==> src/rtl/serial_alu_core.sv <==
// Bit-serial execution core: one register-file instruction at a time, operands
// streamed LSB-first through a 1-bit ALU with a registered carry.
module serial_alu_core #(
  parameter int WIDTH = 8,
  parameter int NREGS = 4,
  localparam int AW = $clog2(NREGS)
) (
  input  logic             clk,
  input  logic             rst_n,
  input  logic             instr_valid,
  output logic             instr_ready,
  input  logic [2:0]       op,
  input  logic [AW-1:0]    rd,
  input  logic [AW-1:0]    rs1,
  input  logic [AW-1:0]    rs2,
  input  logic [WIDTH-1:0] imm,
  output logic [WIDTH-1:0] acc,
  output logic             carry_flag,
  output logic             zero_flag,
  output logic             done,
  input  logic [AW-1:0]    dbg_sel,
  output logic [WIDTH-1:0] dbg_data
);

  localparam int CW = $clog2(WIDTH + 1);

  typedef enum logic [1:0] {IDLE, LOAD, EXEC, WB} state_t;
  typedef enum logic [2:0] {
    OP_ADD  = 3'd0,
    OP_SUB  = 3'd1,
    OP_AND  = 3'd2,
    OP_OR   = 3'd3,
    OP_XOR  = 3'd4,
    OP_ADDI = 3'd5,
    OP_LI   = 3'd6,
    OP_MOV  = 3'd7
  } op_t;

  state_t           state_q, state_d;
  op_t              op_q;
  logic [AW-1:0]    rd_q, rs1_q, rs2_q;
  logic [WIDTH-1:0] imm_q;
  logic [WIDTH-1:0] a_sr, b_sr, r_sr;
  logic             carry_q;
  logic [CW-1:0]    cnt_q;
  logic [WIDTH-1:0] regs [NREGS];

  logic             last_bit;
  logic             is_arith;
  logic             b_eff;
  logic             alu_bit;
  logic             alu_cout;
  logic [WIDTH-1:0] a_load, b_load;

  assign instr_ready = (state_q == IDLE);
  assign dbg_data    = regs[dbg_sel];
  assign last_bit    = (cnt_q == CW'(WIDTH - 1));
  assign is_arith    = (op_q == OP_ADD) || (op_q == OP_SUB) || (op_q == OP_ADDI);

  always_comb begin
    state_d = state_q;
    case (state_q)
      IDLE:    if (instr_valid) state_d = LOAD;
      LOAD:    state_d = EXEC;
      EXEC:    if (last_bit) state_d = WB;
      WB:      state_d = IDLE;
      default: state_d = IDLE;
    endcase
  end

  // LI streams imm through A with B zeroed; MOV likewise with rs1, so the
  // ALU's pass-through path yields the result bits unchanged.
  always_comb begin
    a_load = (op_q == OP_LI) ? imm_q : regs[rs1_q];
    b_load = regs[rs2_q];
    if (op_q == OP_ADDI) b_load = imm_q;
    else if ((op_q == OP_LI) || (op_q == OP_MOV)) b_load = '0;
  end

  always_comb begin
    b_eff    = (op_q == OP_SUB) ? ~b_sr[0] : b_sr[0];
    alu_cout = (a_sr[0] & b_eff) | (a_sr[0] & carry_q) | (b_eff & carry_q);
    alu_bit  = a_sr[0];
    case (op_q)
      OP_ADD, OP_SUB, OP_ADDI: alu_bit = a_sr[0] ^ b_eff ^ carry_q;
      OP_AND:                  alu_bit = a_sr[0] & b_sr[0];
      OP_OR:                   alu_bit = a_sr[0] | b_sr[0];
      OP_XOR:                  alu_bit = a_sr[0] ^ b_sr[0];
      default:                 alu_bit = a_sr[0];
    endcase
  end

  always_ff @(posedge clk) begin
    if (!rst_n) begin
      state_q    <= IDLE;
      op_q       <= OP_ADD;
      rd_q       <= '0;
      rs1_q      <= '0;
      rs2_q      <= '0;
      imm_q      <= '0;
      a_sr       <= '0;
      b_sr       <= '0;
      r_sr       <= '0;
      carry_q    <= 1'b0;
      cnt_q      <= '0;
      acc        <= '0;
      carry_flag <= 1'b0;
      zero_flag  <= 1'b0;
      done       <= 1'b0;
    end else begin
      state_q <= state_d;
      done    <= (state_q == WB);
      case (state_q)
        IDLE: begin
          if (instr_valid) begin
            op_q  <= op_t'(op);
            rd_q  <= rd;
            rs1_q <= rs1;
            rs2_q <= rs2;
            imm_q <= imm;
          end
        end
        LOAD: begin
          a_sr    <= a_load;
          b_sr    <= b_load;
          cnt_q   <= '0;
          carry_q <= (op_q == OP_SUB);
        end
        EXEC: begin
          a_sr    <= a_sr >> 1;
          b_sr    <= b_sr >> 1;
          r_sr    <= {alu_bit, r_sr[WIDTH-1:1]};
          carry_q <= alu_cout;
          cnt_q   <= last_bit ? '0 : cnt_q + CW'(1);
        end
        WB: begin
          acc        <= r_sr;
          carry_flag <= is_arith ? carry_q : 1'b0;
          zero_flag  <= (r_sr == '0);
        end
        default: ;
      endcase
    end
  end

  always_ff @(posedge clk) begin
    if (!rst_n) begin
      for (int unsigned i = 0; i < NREGS; i++) regs[i] <= '0;
    end else if (state_q == WB) begin
      regs[rd_q] <= r_sr;
    end
  end

endmodule

==> config.mk <==
export PLATFORM = sky130hd
export DESIGN_NAME = serial_alu_core
export DESIGN_NICKNAME = d
export VERILOG_FILES = /design/src/rtl/serial_alu_core.sv
export SDC_FILE = /design/constraint.sdc
export NUM_CORES = 1
export LEC_CHECK = 0
export CAP_MARGIN = 40
export CELL_PAD_IN_SITES_DETAIL_PLACEMENT = 1
export CELL_PAD_IN_SITES_GLOBAL_PLACEMENT = 1
export CORE_ASPECT_RATIO = 1.1
export CORE_MARGIN = 2
export CORE_UTILIZATION = 49
export DETAILED_ROUTE_END_ITERATION = 8
export HOLD_SLACK_MARGIN = 0.1
export MAX_ROUTING_LAYER = met4
export PLACE_DENSITY_LB_ADDON = 0.1
export SETUP_SLACK_MARGIN = 0.4
export SYNTH_ARGS = -nofsm -noshare
export SYNTH_HDL_FRONTEND = slang
export SYNTH_SLANG_ARGS = --single-unit
==> constraint.sdc <==
create_clock -name clk -period 2.75 [get_ports clk]
set_input_delay 0.6875 -clock clk [delete_from_list [all_inputs] [get_ports clk]]
set_output_delay 0.6875 -clock clk [all_outputs]
set_load 0.1 [all_outputs]
==> run metrics <==
sw power about 0.0016 W; # Max-Cap Violations 0; wire length on met2 around 6100 um; Max Fclk 427 MHz; final cell count without fillers between 500 and 600; Port Buffers a little over 40; critical path class primary input to primary output; antenna fix cells 0; clk sinks 95; pre-CTS setup slack -0.0541 ns; PD cells between 700 and 800 mW/mm^2; sw frac roughly two fifths; syn_area_per_cell between 10 and 15 um^2; combinational family with the most area after synthesis simple AND/OR/NAND/NOR gates; pin count of the biggest net entering global routing 51; post-synthesis cell type count 43; post-layout min period 2.34 ns; antenna violations before repair 0; Reg clk slew, reported paths approximately 0.08 ns; Max Slew Vio Count 0; ys async rst share 0%; Hold Vio Cnt, Final 0; Avg Vias per Cell 5.64; Nets between 400 and 500; simple-gate area share of the yosys netlist approximately 16%; Worst Max-Slew Pin Slew about 0.67 ns; #FFs+latches synth between 90 and 100; Post-DP HPWL 8340 um; EDFF count, synth 32; post-synthesis mux area share between 10% and 20%; Pint approximately 0.0026 W; Synth Area in XOR/XNOR less than 1%; max_slew headroom between 50% and 60%; combinational share of power a little over a third; CP max FO 8; Setup violations, final 0; number of cell rows 37; Clk Latency, worst-skew pair about 0.38 ns; Total Routing Usage GR around a quarter; Top Layer Used met4; CTS tree built; Die Height approximately 110 um; commonest non-fill, non-tap cell in the layout dfxtp_1; via count about 3300; unrepaired setup endpoints after global routing yes; Max VDD drop 0.000283 V; Pleak between 1.5 and 2 nW; gpl congestion roughly 0.85; fraction of the mapped netlist area in adder cells 2.06%; Mapped Cells ~430; layout cells sized above 1 between 10% and 20%; post-placement cell count 565; Ports 42; post-synthesis sequential area ratio between 40% and 50%; Met3 Routed Length slightly below 300 um; clock share of power around a fifth; Clock Skews approximately 0.012 ns; DRC violation count after routing 0; Die ar. between 0.01 and 0.015 mm^2; yosys warns 0; Routed WL approximately 11000 um; Fin Hold WS around 0.45 ns; Crit path arrival time 1.66 ns; complex-gate fraction of the synthesized area roughly an eighth; core area between 0.009 and 0.01 mm^2; 1st-pass router iterations 4; 1st-iter DRT viols 99; Die Wd around 96 um; Worst Path Required 2.06 ns; final setup margin 0.406 ns; root buffer cell clkbuf_8; Main synth FF type dfxtp_1; Worst setup EP type primary output; CTS Buf Count 9; H-tree Lvls 3; M1 wire length about 4500 um; Avg WL per Cell just under 20 um; FILL cells 1010; CP startpoint kind primary input; vias in the first global route roughly 3600; Initial Utilization between 40% and 50%; Sequential Power Share 45.1%; synthesized area around 0.0046 mm^2; status finished, final reports clean; Hold Path Class flop to flop; Final Power about 0.0041 W; first-pass GRT wire length approximately 18000 um; worst-case clock buffer depth 2; syn_nets 456; Post-DRT Antenna Nets 0; most frequent cells in the layout 63 x dfxtp_1, 49 x nand2_1, 32 x edfxtp_1; Layout area overhead 15.8%; crit share post-route a little under nine tenths; Hold-fix buffers, CTS 0; grt total ovfl 0
==> metal layers <==
layer	up-vias	track usage (%)
met1	1638	27.0
li1	1571	-
met3	20	4.43
met5	-	-
met2	50	43.0
met4	0	9.66
==> power by group through the flow <==
stage               clock [W]  sequential [W]  combinational (W)
floorplan                   0         0.00181            0.00112
global placement            0         0.00188            0.00141
detailed placement          0         0.00190            0.00145
CTS                  0.000836         0.00187            0.00146
global route         0.000900         0.00189            0.00158
finish               0.000819         0.00186            0.00145
==> cell type report <==
type	instances	area (um^2)	share of cell area [%]
repair buffers	52	563	10.5
inverters	24	90.1	1.69
clock buffers	11	131	2.46
well taps	117	146	2.74
clock inverters	5	35.0	0.656
multi-input cells	277	2150	40.3
flip-flops and latches	95	2220	41.6
==> cell usage after synthesis (8+ instances only) <==
library cell	n	area share, %
a21boi_1	20	3.3
a21o_1	8	1.3
a22oi_1	16	2.6
and2_1	27	3.7
and3_1	8	1.1
buf_2	13	1.4
clkbuf_1	13	1.1
clkinv_1	8	0.65
dfxtp_1	63	27
edfxtp_1	32	21
inv_1	16	1.3
mux2i_1	17	3.7
mux4_2	24	12
nand2_1	49	4.0
nand2b_1	8	1.1
nand3_1	12	1.3
nor2b_1	18	2.4
o21ai_0	16	1.7
o21ai_1	18	2.0
==> sequential cells by signal, indices dropped and copies added (netlist names), named ones only <==
name        cells
a_sr            8
acc             8
b_sr            8
carry_flag      1
carry_q         1
cnt_q           4
done            1
imm_q           8
op_q            3
r_sr            8
rd_q            2
regs           32
rs1_q           2
rs2_q           2
state_q         2
zero_flag       1
==> timing repair <==
item / CTS / global route
resized for setup: 6 / 0
cloned: 0 / 0
pin swaps: 0 / 0
endpoints found under the setup margin: 8 / 2
setup buffers: 0 / 0
==> stage by stage <==
step           instance area [um^2]  TNS (ns)  utilization [%]
6_report                       5340         0             57.7
5_1_grt                        5340         0             57.7
4_1_cts                        5340         0             57.7
3_5_place_dp                   5170    -0.230             55.9
3_3_place_gp                   5170    -0.110             55.9
2_1_floorplan                  4610         0                -
==> critical path, stage by stage <==
cell    delay (ns)
buf_6         0.07
buf_12        0.12
mux4_2        0.57
buf_12        0.20
==> worst paths after layout <==
kind / slack, ns / endpoint / depth (start not counted) / startpoint
setup / recovery: 0.41 / dbg_data[7] / 4 / dbg_sel[0]
hold / removal: 0.45 / b_sr[3] / 2 / b_sr[3]
setup reg to reg: 0.74 / regs[2][0] / 4 / state_q[1]
hold reg to reg: 0.45 / b_sr[3] / 2 / b_sr[3]
==> cells by family (layout without fill, tap and decap cells) <==
| family | Yosys count | after routing |
|---|---|---|
| xor+xnor | 3 | 3 |
| flops | 95 | 95 |
| compound gates | 90 | 90 |
| simple gates | 136 | 136 |
| fa+ha+maj | 7 | 7 |
| mux | 41 | 41 |
| buf+inv | 55 | 92 |
Note: power is estimated with default switching activity, not from simulation.
